`src/rtl/avalon_debug_log_reader.sv`:
```
// Avalon-MM poller for a packed debug-trace word. Each poll computes how many
// events are new since the previous poll and replays them, oldest first,
// through a show-ahead FIFO with a valid/ready output.
module avalon_debug_log_reader #(
  parameter int POLL_INTERVAL = 16,
  parameter int FIFO_DEPTH    = 8
) (
  input  logic        clock,
  input  logic        reset,
  input  logic        io_enable,
  output logic        io_Avalon_address,
  output logic        io_Avalon_read,
  input  logic [63:0] io_Avalon_readdata,
  output logic        io_Avalon_write,
  output logic [63:0] io_Avalon_writedata,
  input  logic        io_Avalon_waitrequest,
  output logic        io_out_valid,
  input  logic        io_out_ready,
  output logic [4:0]  io_out_bits_info,
  output logic [7:0]  io_out_bits_seq,
  output logic        io_out_bits_lost,
  output logic [15:0] io_lostCount
);

  localparam int PTR_W = $clog2(FIFO_DEPTH);
  localparam int CNT_W = PTR_W + 1;
  localparam int TMR_W = $clog2(POLL_INTERVAL + 1);

  typedef enum logic [1:0] {
    ST_IDLE   = 2'd0,
    ST_READ   = 2'd1,
    ST_UNPACK = 2'd2
  } state_t;

  // Saturating accumulate of dropped events.
  function automatic logic [15:0] sat_add16(input logic [15:0] a, input logic [7:0] b);
    logic [16:0] s;
    s = {1'b0, a} + {9'd0, b};
    return s[16] ? 16'hFFFF : s[15:0];
  endfunction

  state_t           state_q;
  logic [TMR_W-1:0] tmr_q;
  logic             read_q;
  logic [63:0]      word_q;
  logic [7:0]       last_q;
  logic [2:0]       k_q;
  logic             lost_pend_q;
  logic [15:0]      lost_cnt_q;

  logic [13:0]      mem_q [FIFO_DEPTH];
  logic [PTR_W-1:0] wr_ptr_q;
  logic [PTR_W-1:0] rd_ptr_q;
  logic [CNT_W-1:0] count_q;
  logic [CNT_W-1:0] count_d;

  logic        accept;
  logic [7:0]  s_new;
  logic [7:0]  delta;
  logic        push;
  logic        pop;
  logic [13:0] push_entry;
  logic [13:0] head;

  assign accept = read_q && !io_Avalon_waitrequest;
  assign s_new  = io_Avalon_readdata[63:56];
  assign delta  = s_new - last_q;

  // Push decision uses the pre-pop count, so a full FIFO never pushes even
  // when it is being popped in the same cycle.
  assign push = (state_q == ST_UNPACK) && (count_q < CNT_W'(FIFO_DEPTH));
  assign pop  = (count_q != '0) && io_out_ready;

  // Entry layout: {lost, seq[7:0], info[4:0]}; byte k of the word is event S-k.
  assign push_entry = {lost_pend_q, word_q[63:56] - {5'd0, k_q}, word_q[{k_q, 3'b000} +: 5]};

  // Poll FSM: interval timer, Avalon read handshake and batch unpacking.
  always_ff @(posedge clock) begin
    if (reset) begin
      state_q     <= ST_IDLE;
      tmr_q       <= TMR_W'(POLL_INTERVAL);
      read_q      <= 1'b0;
      last_q      <= 8'd0;
      k_q         <= 3'd0;
      lost_pend_q <= 1'b0;
      lost_cnt_q  <= 16'd0;
    end else begin
      case (state_q)
        ST_IDLE: begin
          if (tmr_q != '0) begin
            tmr_q <= tmr_q - TMR_W'(1);
          end else if (io_enable) begin
            state_q <= ST_READ;
            read_q  <= 1'b1;
          end
        end
        ST_READ: begin
          if (accept) begin
            read_q <= 1'b0;
            word_q <= io_Avalon_readdata;
            last_q <= s_new;
            if (delta == 8'd0) begin
              state_q <= ST_IDLE;
              tmr_q   <= TMR_W'(POLL_INTERVAL);
            end else begin
              state_q     <= ST_UNPACK;
              k_q         <= (delta > 8'd7) ? 3'd6 : (delta[2:0] - 3'd1);
              lost_pend_q <= (delta > 8'd7);
              if (delta > 8'd7) begin
                lost_cnt_q <= sat_add16(lost_cnt_q, delta - 8'd7);
              end
            end
          end
        end
        ST_UNPACK: begin
          if (push) begin
            lost_pend_q <= 1'b0;
            if (k_q == 3'd0) begin
              state_q <= ST_IDLE;
              tmr_q   <= TMR_W'(POLL_INTERVAL);
            end else begin
              k_q <= k_q - 3'd1;
            end
          end
        end
        default: begin
          state_q <= ST_IDLE;
          tmr_q   <= TMR_W'(POLL_INTERVAL);
          read_q  <= 1'b0;
        end
      endcase
    end
  end

  // Occupancy after this cycle's push and pop.
  always_comb begin
    count_d = count_q;
    case ({push, pop})
      2'b10:   count_d = count_q + CNT_W'(1);
      2'b01:   count_d = count_q - CNT_W'(1);
      default: count_d = count_q;
    endcase
  end

  // FIFO pointers and occupancy.
  always_ff @(posedge clock) begin
    if (reset) begin
      wr_ptr_q <= '0;
      rd_ptr_q <= '0;
      count_q  <= '0;
    end else begin
      if (push) wr_ptr_q <= wr_ptr_q + PTR_W'(1);
      if (pop)  rd_ptr_q <= rd_ptr_q + PTR_W'(1);
      count_q <= count_d;
    end
  end

  // FIFO storage; contents are only visible through the valid-gated head.
  always_ff @(posedge clock) begin
    if (push && !reset) mem_q[wr_ptr_q] <= push_entry;
  end

  assign head = mem_q[rd_ptr_q];

  assign io_out_valid     = (count_q != '0);
  assign io_out_bits_info = io_out_valid ? head[4:0]  : 5'd0;
  assign io_out_bits_seq  = io_out_valid ? head[12:5] : 8'd0;
  assign io_out_bits_lost = io_out_valid ? head[13]   : 1'b0;
  assign io_lostCount     = lost_cnt_q;

  assign io_Avalon_read      = read_q;
  assign io_Avalon_address   = 1'b0;
  assign io_Avalon_write     = 1'b0;
  assign io_Avalon_writedata = 64'd0;

endmodule

```
`config.mk`:
```
export PLATFORM = sky130hd
export DESIGN_NAME = avalon_debug_log_reader
export DESIGN_NICKNAME = d
export VERILOG_FILES = /design/src/rtl/avalon_debug_log_reader.sv
export SDC_FILE = /design/constraint.sdc
export NUM_CORES = 1
export LEC_CHECK = 0
export BUFFER_PORTS_ARGS = -buffer_cell sky130_fd_sc_hd__buf_2
export CAP_MARGIN = 40
export CELL_PAD_IN_SITES_DETAIL_PLACEMENT = 1
export CELL_PAD_IN_SITES_GLOBAL_PLACEMENT = 2
export CORE_ASPECT_RATIO = 1.75
export CORE_MARGIN = 2
export CORE_UTILIZATION = 30
export DETAILED_ROUTE_END_ITERATION = 10
export PLACE_DENSITY_LB_ADDON = 0.1
export SLEW_MARGIN = 20
export SYNTH_ARGS = -nofsm -noshare
export SYNTH_HDL_FRONTEND = slang
export SYNTH_SLANG_ARGS = --single-unit
```
`constraint.sdc`:
```
create_clock -name clock -period 5.85 [get_ports clock]
set_clock_uncertainty 0.05 [all_clocks]
set_input_delay 1.755 -clock clock [delete_from_list [all_inputs] [get_ports clock]]
set_output_delay 1.755 -clock clock [all_outputs]
set_load 0.01 [all_outputs]
```
==> results of run 1 <==
==> through the flow <==
stage	power, mW	setup WS (ns)	utilization (%)	instances	hold WS (ns)
after floorplan	1.80	0.960	-	815	0.386
after global placement	1.84	0.310	32.4	1208	0.396
after detailed placement	1.85	0.252	32.9	1219	0.409
after CTS	3.18	0.768	35.0	1255	0.422
after global routing	3.25	0.555	35.0	1256	0.448
final	3.13	0.808	35.0	1256	0.415
==> kinds of logic (layout without fill, tap and decap cells) <==
family                   after synthesis  after routing  share of synthesized area [%]
AO/OA/AOI/OAI                        120            120                           8.39
XOR/XNOR                              29             29                           2.60
buffers and inverters                132            173                           7.81
flip-flops                           204            204                           57.8
adder cells (fa/ha/maj)               33             33                           4.54
multiplexers                          55             55                           10.5
AND/OR/NAND/NOR                      176            176                           8.35
other                                  1             66                         0.0384
==> per-layer routing <==
| metal | track usage [%] | vias to the layer above | part of all wire (%) |
|---|---|---|---|
| met5 | 0 | - | 0 |
| met4 | 5.02 | 0 | 2.9 |
| met3 | 1.99 | 42 | 3.4 |
| met2 | 30.3 | 105 | 59 |
| met1 | 14.7 | 3088 | 35 |
| li1 | - | 2838 | - |
==> final cells by class <==
type,count,area [um2],share of cell area [%]
Timing Repair Buffer,102,651,5.79
Sequential cell,204,5640,50.2
Inverter,35,131,1.17
Clock inverter,12,121,1.08
Clock buffer,24,537,4.78
Tap cell,400,500,4.45
Multi-Input combinational cell,479,3660,32.6
==> final timing paths <==
path	slack [ns]	end	depth (start not counted)
max	0.81	io_lostCount[6]$_SDFFE_PP0P_	16
min	0.41	last_q[4]$_SDFFE_PP0P_	2
max reg2reg	1.91	io_lostCount[6]$_SDFFE_PP0P_	14
min reg2reg	0.41	last_q[4]$_SDFFE_PP0P_	2
==> state kept, by name, indices dropped and copies added (netlist names), named ones only <==
register,cells
tmr_q,5
lost_pend_q,1
mem_q,112
wr_ptr_q,3
word_q,43
rd_ptr_q,3
io_lostCount,16
last_q,8
k_q,3
state_q,2
count_q,4
io_Avalon_read,1
==> worst max-delay path: stages <==
cell and delay (ns):
buf_2 0.11, inv_1 0.04, ha_1 0.21, fa_1 0.42, nand2b_1 0.23, a21o_1 0.20
a21bo_2 0.24, a31oi_1 0.09, a211oi_1 0.30, xnor2_1 0.17, ha_1 0.38, o21a_1 0.17
a21oi_1 0.08, or3_1 0.43, buf_4 0.21, a311oi_1 0.32
==> placed cells by master, fill, tap and decap left out, types with 11 or more instances in the layout <==
cell type / n
buf_4: 11
buf_2: 79
o21ai_0: 12
inv_1: 35
edfxtp_1: 155
a21oi_1: 44
a311oi_1: 14
xor2_1: 13
nor2_1: 48
ha_1: 29
nand2b_1: 11
dfxtp_1: 48
nand2_1: 56
clkbuf_16: 21
mux4_2: 38
conb_1: 66
xnor2_1: 16
mux2i_1: 16
==> power groups by stage <==
stage | sequential [mW] | clock [mW] | combinational [mW]
floorplan | 1.61 | 0 | 0.197
global placement | 1.61 | 0 | 0.222
detailed placement | 1.61 | 0 | 0.232
CTS | 1.58 | 1.36 | 0.234
global route | 1.59 | 1.40 | 0.261
finish | 1.58 | 1.31 | 0.233
==> flow_metrics.py, run 1 <==
metrics = {
    "critical_path": {
        "worst_ep_required_time_ns": 6.20,
        "end_kind": "flop",
        "path_max_fanout": 9,
        "r2r-start": "last_q[0]$_SDFFE_PP0P_",
        "start_kind": "input port",
        "crit_arrival_ns": 5.39,
        "critPathLaunch": "io_Avalon_readdata[56]",
        "crit_type": "input port to flop",
    },
    "yosys": {
        "syn_inst": 750,
        "synth_seq_area_share_pct": 57.8,
        "ys.flop_type": "edfxtp_1",
        "synthArstFlopShare_pct": 0,
        "ys_types": 60,
        "synth_edf_count": 155,
        "syn_avg_cell_area_um2": 13.0,
        "netlist_top_cells_count": "edfxtp_1 (155), buf_4 (67), nand2_1 (56), nor2_1 (56), dfxtp_1 (49)",
        "yosysMostFrequentCell": "edfxtp_1",
        "yosysTopAreaCell": "edfxtp_1",
        "syn_area_um2": 9760,
        "yosysWarnings": 0,
        "synthTopCellsByArea": "edfxtp_1 (48%), dfxtp_1 (10%), mux4_2 (8.8%)",
        "synth_top_area_share_pct": 47.7,
        "ys_ff_latch": 204,
    },
    "clocking": {
        "cts_resized": 0,
        "clockBufferDepth": 3,
        "cts.sinks": 204,
        "cts_setup_buffers": 0,
        "cts.clk_slew.worst_paths_ns": 0.07,
        "clk_latency_ns": 0.50,
        "clock-root-buffer": "clkbuf_16",
        "cts_made_buffers": 20,
        "cts_hold_buf": 0,
        "cts_tree": "built",
        "htreeDepth": 1,
    },
    "global_routing": {
        "grt_pass1_vias": 6832,
        "antenna_found_initial": 0,
        "grt_pass1_wl_um": 38900,
        "track_usage_pct": 14.7,
        "grt_max_degree": 53,
        "globalRouteOverflowTotal": 0,
    },
    "pwr": {
        "switching_share_pct": 23.2,
        "power_frac_seq_pct": 50.6,
        "p_leak_nw": 4.05,
        "intPower_mw": 2.40,
        "pwr-share-clk_pct": 41.9,
        "p_sw_uw": 727,
        "ir_drop_mv": 0.156,
        "power_density_nw_per_um2": 278,
        "comb_power_share_pct": 7.4,
    },
    "floorplanning": {
        "fp.dieH_um": 243,
        "chipWidth_um": 140,
        "core-area_um2": 32100,
        "rows": 87,
        "dieArea_um2": 34000,
        "start_util_pct": 30.4,
        "ioPinCount": 167,
    },
    "timing": {
        "setup_viol": 0,
        "worstMarginPinSlew_ns": 0.834,
        "rsz0062_at_grt": "no",
        "slew_violations": 0,
        "fin_crit_sh_pct": 86.2,
        "finalCriticalPeriod_ns": 5.04,
        "finalHoldViolCount": 0,
        "max_freq_ghz": 0.198,
        "slew_headroom_pct": 44.2,
        "fin_tns_setup_ns": 0,
    },
    "route": {
        "dr_total_vias": 6073,
        "remaining_drc_errors": 0,
        "vias_per_cell": 4.84,
        "postRouteAntennaNets": 0,
        "avgRoutedWirePerCell_um": 20.0,
        "drtIter0Drc": 219,
        "drtPass1Iterations": 4,
        "drt_wl_total_um": 25100,
    },
    "finish": {
        "insertedDiodeCount": 0,
        "area_growth_pct": 15.1,
        "fillerInstances": 3422,
        "drive_gt1_share_pct": 22.4,
        "postLayoutCellArea_um2": 11200,
        "final_nets": 944,
    },
    "min_path": {
        "min_from": "last_q[4]$_SDFFE_PP0P_",
        "hp-class": "flop to flop",
    },
    "place": {
        "io_buffers": 79,
        "dp_hpwl_um": 18600,
        "dpl-instance-area_um2": 10600,
        "globalplace.congestion": 0.824,
    },
    "flow_run": {
        "maxCapViolCount": 0,
    },
    "outcome": {
        "status": "completed",
    },
}
No activity file was read; power rests on OpenSTA's default activity.
==> run 2: changes to the inputs <==
Settings changed: CORE_UTILIZATION 30 to 38.
==> run 2 against run 1 <==
Against the previous run:
- utilization is 8.8 points higher
- count of clock-buffer cells in the layout is 3 higher
- hold slack worse by 0.0042 ns
- highest routed layer unchanged
- sequential share of layout area is 0.77 points higher
==> flow_metrics.py, run 2 (synthesis gave the netlist of run 1 again) <==
metrics = {
    "floorplanning": {
        "ioPinCount": 167,
        "core-area_um2": 25200,
        "rows": 77,
        "fp.dieH_um": 216,
        "chipWidth_um": 125,
        "dieArea_um2": 27000,
        "start_util_pct": 38.7,
    },
    "timing": {
        "setup_viol": 0,
        "fin_tns_setup_ns": 0,
        "fin_crit_sh_pct": 86.2,
        "worstMarginPinSlew_ns": 0.804,
        "finalCriticalPeriod_ns": 5.04,
        "max_freq_ghz": 0.198,
        "slew_headroom_pct": 46.3,
        "slew_violations": 0,
        "rsz0062_at_grt": "no",
        "finalHoldViolCount": 0,
    },
    "route": {
        "vias_per_cell": 5.16,
        "dr_total_vias": 6047,
        "drtPass1Iterations": 5,
        "postRouteAntennaNets": 0,
        "avgRoutedWirePerCell_um": 20.3,
        "drtIter0Drc": 313,
        "remaining_drc_errors": 0,
        "drt_wl_total_um": 23800,
    },
    "clocking": {
        "cts_hold_buf": 0,
        "cts.clk_slew.worst_paths_ns": 0.06,
        "cts_setup_buffers": 0,
        "htreeDepth": 1,
        "clock-root-buffer": "clkbuf_16",
        "clockBufferDepth": 3,
        "cts_resized": 0,
        "cts_made_buffers": 20,
        "cts.sinks": 204,
        "cts_tree": "built",
        "clk_latency_ns": 0.51,
    },
    "global_routing": {
        "grt_pass1_wl_um": 36900,
        "grt_pass1_vias": 6753,
        "antenna_found_initial": 2,
        "track_usage_pct": 17.5,
        "grt_max_degree": 34,
        "globalRouteOverflowTotal": 0,
    },
    "pwr": {
        "ir_drop_mv": 0.209,
        "power_density_nw_per_um2": 280,
        "report.power.total_mw": 3.10,
        "p_leak_nw": 4.02,
    },
    "finish": {
        "final_cell_mix": "edfxtp_1 (155), buf_2 (79), conb_1 (66), nand2_1 (56)",
        "final_nets": 943,
        "final_util_pct": 43.8,
        "largest_reg_flops": 112,
        "final_common_cell": "edfxtp_1",
        "regMostFlops": "mem_q",
        "area_growth_pct": 13.4,
        "fillerInstances": 2688,
        "drive_gt1_share_pct": 21.7,
    },
    "critical_path": {
        "worst_ep_required_time_ns": 6.20,
        "worstRegToRegCells": 14,
        "crit_arrival_ns": 5.39,
        "start_kind": "input port",
        "end_kind": "flop",
        "crit_type": "input port to flop",
        "path_max_fanout": 8,
    },
    "min_path": {
        "hp-class": "flop to flop",
        "holdPathStages": 2,
    },
    "place": {
        "dp_hpwl_um": 17900,
        "io_buffers": 79,
        "globalplace.congestion": 0.776,
    },
    "outcome": {
        "status": "completed",
    },
    "flow_run": {
        "maxCapViolCount": 0,
    },
}
run 2: cell count changes in the layout (fill, tap and decap cells not counted), sizes merged:
cell      delta
buf          -1
clkbuf       +3
clkinv       -4
clkinvlp     +2
diode        +2
inv          -2
run 2: where the power goes:
part           internal [mW]  switching, mW  leakage, nW  total [mW]
registers               1.56         0.0221         1.80        1.58
clock network          0.747          0.540        0.302        1.29
logic                 0.0881          0.140         1.91       0.228
total                   2.40          0.701         4.02        3.10
run 2: stage by stage:
stage,worst slack [ns],hold slack (ns),cells,instance area [um2]
2_1_floorplan,0.960,0.386,815,10000
3_3_place_gp,0.346,0.394,1126,10300
3_5_place_dp,0.307,0.403,1134,10400
4_1_cts,0.832,0.413,1169,11000
5_1_grt,0.503,0.427,1172,11100
6_report,0.806,0.411,1172,11100
run 2: critical path, cell delays in order:
cell and delay (ns):
buf_2 0.10, inv_1 0.04, ha_1 0.21, fa_1 0.42, nand2b_1 0.23, a21o_1 0.20, a21bo_2 0.26, a31oi_1 0.10
a211oi_1 0.29, xnor2_1 0.17, ha_1 0.39, o21a_1 0.17, a21oi_1 0.10, or3_1 0.46, buf_4 0.22, a311oi_1 0.27
run 2: worst paths after layout:
kind                          startpoint                           end  slack, ns
setup / recovery  io_Avalon_readdata[56]  io_lostCount[7]$_SDFFE_PP0P_       0.81
hold / removal    last_q[5]$_SDFFE_PP0P_        last_q[5]$_SDFFE_PP0P_       0.41
hold reg to reg   last_q[5]$_SDFFE_PP0P_        last_q[5]$_SDFFE_PP0P_       0.41
setup reg to reg  last_q[0]$_SDFFE_PP0P_  io_lostCount[7]$_SDFFE_PP0P_       1.90
run 2: layer usage:
layer / global-route usage [%] / wire length, um
met4: 8.37 / 1010
met3: 2.06 / 640
met5: 0 / 0
met2: 35.6 / 14000
met1: 17.0 / 8170
run 2: layout make-up:
type / instances / area [um2] / area share, %
sequential: 204 / 5640 / 50.9
inverter: 35 / 131 / 1.19
clock buffer: 27 / 548 / 4.95
tap: 316 / 395 / 3.57
antenna: 2 / 5.00 / 0.0452
timing repair buffer: 101 / 618 / 5.59
clock inverter: 8 / 95.1 / 0.859
multi-input combinational: 479 / 3640 / 32.9
